**config.mk**
```make
export PLATFORM = sky130hd
export DESIGN_NAME = disp_scan_arbiter
export DESIGN_NICKNAME = d
export VERILOG_FILES = /design/src/rtl/disp_scan_arbiter.sv
export SDC_FILE = /design/constraint.sdc
export NUM_CORES = 1
export LEC_CHECK = 0
export CAP_MARGIN = 20
export CELL_PAD_IN_SITES_DETAIL_PLACEMENT = 0
export CELL_PAD_IN_SITES_GLOBAL_PLACEMENT = 2
export CORE_ASPECT_RATIO = 0.75
export CORE_UTILIZATION = 30
export CTS_CLUSTER_SIZE = 14
export DETAILED_ROUTE_END_ITERATION = 8
export PLACE_DENSITY_LB_ADDON = 0.05
export SETUP_SLACK_MARGIN = 0.1
export SLEW_MARGIN = 20
export SYNTH_ARGS = -nofsm -noshare
export SYNTH_HDL_FRONTEND = slang
export SYNTH_SLANG_ARGS = --single-unit
```
**constraint.sdc**
```tcl
create_clock -name clk -period 6.1 [get_ports clk]
set_clock_uncertainty 0.15 [all_clocks]
set_input_delay 0.915 -clock clk [delete_from_list [all_inputs] [get_ports clk]]
set_output_delay 0.915 -clock clk [all_outputs]
set_load 0.01 [all_outputs]
```
**src/rtl/disp_scan_arbiter.sv**
```systemverilog
// Shares a 4-digit 7-segment display between two requesters.
// Ownership and displayed values change only at frame boundaries.
module disp_scan_arbiter #(
    parameter int SCAN_DIV    = 50000,
    parameter int BLANK_CYC   = 2,
    parameter int HOLD_FRAMES = 8
) (
    input  logic        clk,
    input  logic        reset,
    input  logic        req_a,
    input  logic [15:0] data_a,
    input  logic [3:0]  dp_a,
    input  logic        req_b,
    input  logic [15:0] data_b,
    input  logic [3:0]  dp_b,
    input  logic        blank_lz,
    output logic        gnt_a,
    output logic        gnt_b,
    output logic        frame_done,
    output logic [7:0]  Dis_data,
    output logic [3:0]  Dis_wich
);

    localparam int CW = (SCAN_DIV > 2) ? $clog2(SCAN_DIV) : 1;
    localparam int HW = $clog2(HOLD_FRAMES + 1);
    localparam logic [CW-1:0] CNT_LAST  = CW'(SCAN_DIV - 1);
    localparam logic [CW-1:0] BLANK_END = CW'(BLANK_CYC);
    localparam logic [HW-1:0] HOLD_MIN  = HW'(HOLD_FRAMES);

    typedef enum logic [1:0] {
        ST_IDLE  = 2'd0,
        ST_OWN_A = 2'd1,
        ST_OWN_B = 2'd2
    } state_t;

    logic [CW-1:0] r_cnt;
    logic [1:0]    r_idx;
    state_t        r_state;
    logic [HW-1:0] r_hold;
    logic          r_last_b;
    logic [15:0]   r_sh_data;
    logic [3:0]    r_sh_dp;
    logic          r_fd;
    logic [3:0]    r_wich;
    logic [7:0]    r_data;

    logic          w_tick;
    logic          w_fb;
    state_t        w_nxt_state;
    logic [HW-1:0] w_nxt_hold;
    logic [HW-1:0] w_hold_inc;
    logic          w_nxt_last_b;
    logic [15:0]   w_nxt_data;
    logic [3:0]    w_nxt_dp;
    logic [3:0]    w_nib;
    logic          w_lz;
    logic          w_on;
    logic [6:0]    w_seg;
    logic [3:0]    w_wich;
    logic [7:0]    w_data;

    assign w_tick = (r_cnt == CNT_LAST);
    assign w_fb   = w_tick && (r_idx == 2'd3);

    // Segment pattern without the dp bit, active-low {g,f,e,d,c,b,a}
    function automatic logic [6:0] f_seg7(input logic [3:0] n);
        logic [6:0] s;
        case (n)
            4'h0:    s = 7'h40;
            4'h1:    s = 7'h79;
            4'h2:    s = 7'h24;
            4'h3:    s = 7'h30;
            4'h4:    s = 7'h19;
            4'h5:    s = 7'h12;
            4'h6:    s = 7'h02;
            4'h7:    s = 7'h78;
            4'h8:    s = 7'h00;
            4'h9:    s = 7'h10;
            4'hA:    s = 7'h08;
            4'hB:    s = 7'h03;
            4'hC:    s = 7'h46;
            4'hD:    s = 7'h21;
            4'hE:    s = 7'h06;
            default: s = 7'h0E;
        endcase
        return s;
    endfunction

    always_ff @(posedge clk) begin
        if (!reset) begin
            r_cnt <= '0;
            r_idx <= 2'd0;
        end else if (w_tick) begin
            r_cnt <= '0;
            r_idx <= r_idx + 2'd1;
        end else begin
            r_cnt <= r_cnt + CW'(1);
        end
    end

    always_comb begin
        w_nxt_state  = r_state;
        w_nxt_hold   = r_hold;
        w_nxt_last_b = r_last_b;
        w_hold_inc   = (r_hold == HOLD_MIN) ? r_hold : r_hold + HW'(1);
        unique case (r_state)
            ST_IDLE: begin
                if (req_a && req_b) begin
                    w_nxt_state = r_last_b ? ST_OWN_A : ST_OWN_B;
                end else if (req_a) begin
                    w_nxt_state = ST_OWN_A;
                end else if (req_b) begin
                    w_nxt_state = ST_OWN_B;
                end
            end
            ST_OWN_A: begin
                if (!req_a) begin
                    w_nxt_state = req_b ? ST_OWN_B : ST_IDLE;
                end else begin
                    w_nxt_hold = w_hold_inc;
                    if (w_hold_inc >= HOLD_MIN && req_b) begin
                        w_nxt_state = ST_OWN_B;
                    end
                end
            end
            ST_OWN_B: begin
                if (!req_b) begin
                    w_nxt_state = req_a ? ST_OWN_A : ST_IDLE;
                end else begin
                    w_nxt_hold = w_hold_inc;
                    if (w_hold_inc >= HOLD_MIN && req_a) begin
                        w_nxt_state = ST_OWN_A;
                    end
                end
            end
            default: w_nxt_state = ST_IDLE;
        endcase
        if (w_nxt_state != r_state) begin
            w_nxt_hold = '0;
            if (w_nxt_state == ST_OWN_A) begin
                w_nxt_last_b = 1'b0;
            end else if (w_nxt_state == ST_OWN_B) begin
                w_nxt_last_b = 1'b1;
            end
        end
    end

    always_comb begin
        w_nxt_data = '0;
        w_nxt_dp   = '0;
        case (w_nxt_state)
            ST_OWN_A: begin
                w_nxt_data = data_a;
                w_nxt_dp   = dp_a;
            end
            ST_OWN_B: begin
                w_nxt_data = data_b;
                w_nxt_dp   = dp_b;
            end
            default: ;
        endcase
    end

    always_ff @(posedge clk) begin
        if (!reset) begin
            r_state   <= ST_IDLE;
            r_hold    <= '0;
            r_last_b  <= 1'b1;
            r_sh_data <= '0;
            r_sh_dp   <= '0;
        end else if (w_fb) begin
            r_state   <= w_nxt_state;
            r_hold    <= w_nxt_hold;
            r_last_b  <= w_nxt_last_b;
            r_sh_data <= w_nxt_data;
            r_sh_dp   <= w_nxt_dp;
        end
    end

    // A digit is a leading zero when it and every higher nibble is zero
    always_comb begin
        w_nib = r_sh_data[3:0];
        w_lz  = 1'b0;
        unique case (r_idx)
            2'd0: begin
                w_nib = r_sh_data[3:0];
                w_lz  = 1'b0;
            end
            2'd1: begin
                w_nib = r_sh_data[7:4];
                w_lz  = (r_sh_data[15:4] == 12'd0);
            end
            2'd2: begin
                w_nib = r_sh_data[11:8];
                w_lz  = (r_sh_data[15:8] == 8'd0);
            end
            2'd3: begin
                w_nib = r_sh_data[15:12];
                w_lz  = (r_sh_data[15:12] == 4'd0);
            end
        endcase
    end

    always_comb begin
        w_seg  = f_seg7(w_nib);
        w_on   = (r_state != ST_IDLE) && (r_cnt >= BLANK_END);
        w_wich = 4'hF;
        w_data = 8'hFF;
        if (w_on) begin
            w_wich = ~(4'b0001 << r_idx);
            if (!(blank_lz && w_lz)) begin
                w_data = {~r_sh_dp[r_idx], w_seg};
            end
        end
    end

    always_ff @(posedge clk) begin
        if (!reset) begin
            r_fd   <= 1'b0;
            r_wich <= 4'hF;
            r_data <= 8'hFF;
        end else begin
            r_fd   <= w_fb;
            r_wich <= w_wich;
            r_data <= w_data;
        end
    end

    assign gnt_a      = (r_state == ST_OWN_A);
    assign gnt_b      = (r_state == ST_OWN_B);
    assign frame_done = r_fd;
    assign Dis_wich   = r_wich;
    assign Dis_data   = r_data;

endmodule

```
* Word level (Yosys, flattened, before mapping)
Memories as Yosys holds them, arrays and structs flattened. A register that Yosys moved wholly into a read port is not among the register bits.
Index checks and enable logic that the tools add are counted.
** Cells by class
- $add $sub $neg :: 3
- $lt $le $gt $ge :: 3
- Equality and inequality tests :: 12
- Shift operators :: 1
- Mux-type cells :: 24
- Bitwise gates (word level) :: 4
- Reduce and logical (&&, ||, !) cells :: 19
** Operator list (count)
- 16-bit one-hot mux with 2 select lines :: 1
- 2-bit 2-to-1 mux :: 9
- 16-bit by 1-bit adder with 16-bit output (second input constant) :: 1
- 16-bit == test (second input constant) :: 1
- 16-bit by 2-bit greater-or-equal comparator with 1-bit output (second input constant) :: 1
- 4-bit 2-to-1 mux :: 4
- 4-bit one-hot mux with 2 select lines :: 2
- 4-bit one-hot mux with 4 select lines :: 1
- 12-bit logical NOT :: 1
- 2-bit == test (second input constant) :: 4
- 8-bit logical NOT :: 1
- 2-bit by 1-bit == test with 1-bit output (second input constant) :: 3
- 1-bit logical AND :: 6
- 3-bit by 2-bit != test with 1-bit output (second input constant) :: 2
- 2-bit one-hot mux with 3 select lines :: 1
- 4-bit by 1-bit adder with 4-bit output (second input constant) :: 1
- 4-bit == test (second input constant) :: 1
- 4-bit greater-or-equal comparator (second input constant) :: 1
- 2-bit logical NOT :: 2
- 4-bit logical NOT :: 1
- 1-bit 2-to-1 mux :: 4
- 4-bit NOT :: 1
- 1-bit one-hot mux with 4 select lines :: 1
- 4-bit AND reduction :: 1
- 12 further kinds :: 15
** Storage, ports and cells
- Register bits after elaboration :: 58
- ROM bits :: 112
- Bits of input ports :: 45
- Output and inout port bits :: 15
- Word-level logic and storage cells :: 77
- Memories kept :: 1
** Memories
- (name not given) :: words 16, bits a word 7, rd ports 1, clocked after memory_dff 1, wr ports 0, line 68 : case (n)

* Logic depth before layout (Yosys ltp)
- Word-level depth :: 10
- Mapped depth :: 14
- Depth with buffers taken out :: 12

* Worst setup path after synthesis
Ideal clock, no wire load.
- Kind :: input to register
- Start :: in req_b
- End :: reg r_last_b
- Arrival :: 2.783 ns
- Data required time :: 5.829 ns
- Path slack :: 3.046 ns
- Cell stages on the path :: 11
- Cells stage by stage :: buf_6 > nor2b_1 > o22ai_1 > a221oi_4 > or2b_2 > nand2b_1 > ha_1 > inv_1 > o311ai_1 > a211oi_2 > mux2_4
** On the way
- Word-level cells in the longest chain between the ends :: 7
- Elaborated cells between the ends (all ways) :: 16
** RTL lines
- start, declared :: line 13 : input logic req_b,
- 2-bit 2-to-1 mux or 1-bit logical AND (tied branches) :: line 112, 121
- 2-bit 2-to-1 mux, on equally long branches :: line 110, 121
- 2-bit 2-to-1 mux, on equally long branches :: line 108, 117
- 2-bit one-hot mux with 3 select lines (*) :: line 106 : unique case (r_state)
- 2-bit by 1-bit == test with 1-bit output or 2-bit == test (tied branches) :: line 140, 142
- 2-bit nonzero test (no source line)
- 3-bit AND reduction (no source line)
- end signal, assigned :: line 174 : r_last_b <= w_nxt_last_b;
- end, declared :: line 40 : logic r_last_b;
Every way passes the cells marked *; elsewhere a longest branch is shown, timed or not.
A chain may end at the register's enable or synchronous reset.

* Worst setup path in the final report
- Start :: in req_a
- End :: reg r_last_b
** On the way
- Word-level cells in the longest chain between the ends :: 7
- Elaborated cells between the ends (all ways) :: 15
** RTL lines
- start, declared :: line 10 : input logic req_a,
- 1-bit logical AND :: line 131 : if (w_hold_inc >= HOLD_MIN && req_a) begin
- 2-bit 2-to-1 mux :: line 131
- 2-bit 2-to-1 mux :: line 127 : if (!req_b) begin
- 2-bit one-hot mux with 3 select lines (*) :: line 106
- 2-bit by 1-bit == test with 1-bit output or 2-bit == test (tied branches) :: line 140, 142
- 2-bit nonzero test (no source line)
- 3-bit AND reduction (no source line)
Marked as above.

==> flow_metrics.py <==
metrics = {
    "status": {
        "outcome": "finished, final reports clean",
    },
    "yosys": {
        "synthArstFlopShare_pct": 0,
        "yosysMostFrequentCell": "dfxtp_1",
        "synth-edff-count": 0,
        "synth-main-ff-cell": "dfxtp_1",
        "synth_common_cells": "dfxtp_1 (58), nand2_1 (44), nand3_1 (32)",
        "synthAdderAreaFrac_pct": 7.61,
        "synth_top_area_share_pct": 33.6,
        "synth_top_family_by_area": "simple AND/OR/NAND/NOR gates",
        "yosys-mux-area-fraction_pct": 3.34,
        "syn_area_um2": 3450,
        "ys_seq_area_share_pct": 33.6,
        "ys_seq_elements": 58,
        "avgSynthCellArea_um2": 8.63,
        "syn_nets": 466,
        "yosys.area_share.simple_pct": 22.8,
        "yosys-top-cells-area": "dfxtp_1 (34%), ha_1 (7.6%), a22o_1 (5.1%)",
        "yosysWarningCount": 0,
        "synth.largest_area_cell": "dfxtp_1",
        "synth_xor_area_share_pct": 4.86,
        "yosys.cell_types.count": 61,
        "synth_cells": 400,
        "synth_compound_area_share_pct": 22.0,
    },
    "placed_design": {
        "place_inst": 577,
        "portBuffers": 59,
        "dpl.hpwl_um": 6700,
        "placed_area_um2": 4100,
        "gp_congestion": 0.769,
    },
    "die": {
        "initial_core_util_pct": 31.2,
        "die_width_um": 126,
        "core_area_um2": 11100,
        "dieArea_um2": 11900,
        "die_h_um": 94.9,
        "ioPinCount": 60,
        "fp-row-count": 33,
    },
    "timing": {
        "fmax_mhz": 242,
        "tightestPinTransition_ns": 0.836,
        "drv_slew": 0,
        "holdWs_ns": 0.299,
        "tns_ns": 0,
        "grt_setup_unrepaired": "false",
        "hold_viol_final": 0,
        "min_period_ns": 4.13,
        "setup_viol": 0,
        "finalCritPeriodShare_pct": 67.7,
        "max_slew_margin_pct": 44.2,
    },
    "cells_and_area": {
        "layout.cells.non_filler": 593,
        "final_area_um2": 4410,
        "drive_gt1_share_pct": 7.95,
        "fin_nets": 514,
        "insertedDiodeCount": 0,
        "syn_to_final_growth_pct": 27.9,
        "fillers": 1142,
    },
    "critical_path": {
        "ff2ff_path_depth": 12,
        "r2r-start": "r_state[1]",
        "cp_max_fo": 21,
        "crit_start": "req_a",
        "crit_type": "input port to flip-flop",
        "crit_path_start_kind": "input port",
        "critPathArrivalTime_ns": 4.20,
        "cp-end-kind": "flip-flop",
        "required_ns": 6.17,
    },
    "grt": {
        "grt_usage_pct": 16.6,
        "grt_max_degree": 24,
        "grt_pass1_vias": 2845,
        "globalRouteOverflowTotal": 0,
        "grt_antenna_before_repair": 0,
        "grt_pass1_wl_um": 15200,
    },
    "power": {
        "p_comb_share_pct": 7.3,
        "internal_power_uw": 758,
        "p_sw_uw": 219,
        "ir_drop_v": 0.000129,
        "pwr-share-seq_pct": 39.1,
        "power_uw": 977,
        "leakagePower_nw": 1.54,
        "clkPwrFrac_pct": 53.6,
        "p_per_area_nw_per_um2": 221,
        "p_sw_share_pct": 22.4,
    },
    "drt": {
        "wl_per_cell_um": 15.7,
        "drt_iter0_drc": 170,
        "num_vias": 3014,
        "dr.pass1.iters": 4,
        "antenna_left": 0,
        "post-route-drc-count": 0,
        "vias_per_cell": 5.08,
        "drt-total-wl_um": 9300,
    },
    "cts": {
        "insertion_delay_ns": 0.33,
        "clk_path_buf_depth": 2,
        "cts-hold-fix-buffers": 0,
        "path_clk_slew_ns": 0.05,
        "cts.htree.levels": 3,
        "cts.sinks": 58,
        "cts_root_buf": "clkbuf_16",
        "cts_buffers": 9,
        "cts-resized-gates": 0,
        "cts_tree": "yes",
        "post-cts-setup-buffers": 0,
    },
    "hold_path": {
        "worstHoldPathType": "flip-flop to flip-flop",
        "min_from": "r_sh_dp[1]",
        "whs_path_depth": 2,
    },
    "job": {
        "max_cap_viol_count": 0,
    },
}
-- power groups by stage --
stage	registers (mW)	clock network, mW	logic (mW)
final	0.382	0.523	0.0710
after global routing	0.383	0.553	0.0770
after CTS	0.382	0.541	0.0718
after detailed placement	0.391	0	0.0712
after global placement	0.391	0	0.0715
after floorplan	0.390	0	0.0351
-- layout make-up --
type                    count  area [um2]  area share, %
clock inverters             4        50.0           1.13
clock buffers              12         256           5.81
flip-flops and latches     58        1160           26.3
repair buffers             59         591           13.4
well taps                 140         175           3.97
inverters                  23        86.3           1.96
multi-input cells         297        2090           47.4
-- worst max-delay path: stages --
cell	delay [ns]
clkdlybuf4s50_1	0.71
nand3_1	0.12
mux2_4	0.30
a221oi_4	0.33
or2b_2	0.22
nand2b_1	0.08
ha_1	0.29
inv_1	0.47
o311ai_1	0.22
a211oi_2	0.23
mux2_4	0.31
-- layer usage --
| layer | GRT usage, % | wire length (um) | vias to the layer above |
|---|---|---|---|
| li1 | - | - | 1537 |
| met1 | 24.8 | 5140 | 1401 |
| met5 | 0 | 0 | - |
| met2 | 22.6 | 3600 | 71 |
| met3 | 4.59 | 484 | 5 |
| met4 | 4.92 | 71 | 0 |
-- layout by cell type, fill, tap and decap left out, types with 9 or more instances in the layout --
master           netlist  layout
clkdlybuf4s50_1        0      59
dfxtp_1               58      58
nand2_1               44      44
nand3_1               32      32
nor2_1                29      29
a21oi_1               28      28
inv_1                 21      21
ha_1                  21      21
a22o_1                20      20
xnor2_1               10      10
clkbuf_16              0       9
-- worst paths after layout --
| kind | endpoint | slack (ns) |
|---|---|---|
| setup / recovery | r_last_b | 1.97 |
| hold / removal | r_sh_dp[1] | 0.30 |
| setup reg to reg | r_last_b | 2.08 |
| hold reg to reg | r_sh_dp[1] | 0.30 |
-- flip-flops by register name, summed over array words and instances, names as in the netlist, 2 cells and up --
| signal | cells |
|---|---|
| r_hold | 4 |
| r_idx | 2 |
| Dis_wich | 4 |
| r_sh_data | 16 |
| Dis_data | 8 |
| r_cnt | 16 |
| r_sh_dp | 4 |
| r_state | 2 |
-- logic make-up after synthesis --
group,count (synthesis)
xor gates and xnor gates,17
AOI/OAI and AO/OA,96
adders and majority gates,21
muxes,9
and+or+nand+nor,154
buffers and inverters,45
DFF,58
-- metrics by stage --
stage                     utilization [%]  setup WS (ns)
after global placement               37.1           1.65
after floorplan                         -           3.05
final                                39.9           1.97
after CTS                            39.8           1.99
after detailed placement             37.1           1.63
after global routing                 39.9           1.75
No activity file was read; power rests on OpenSTA's default activity.
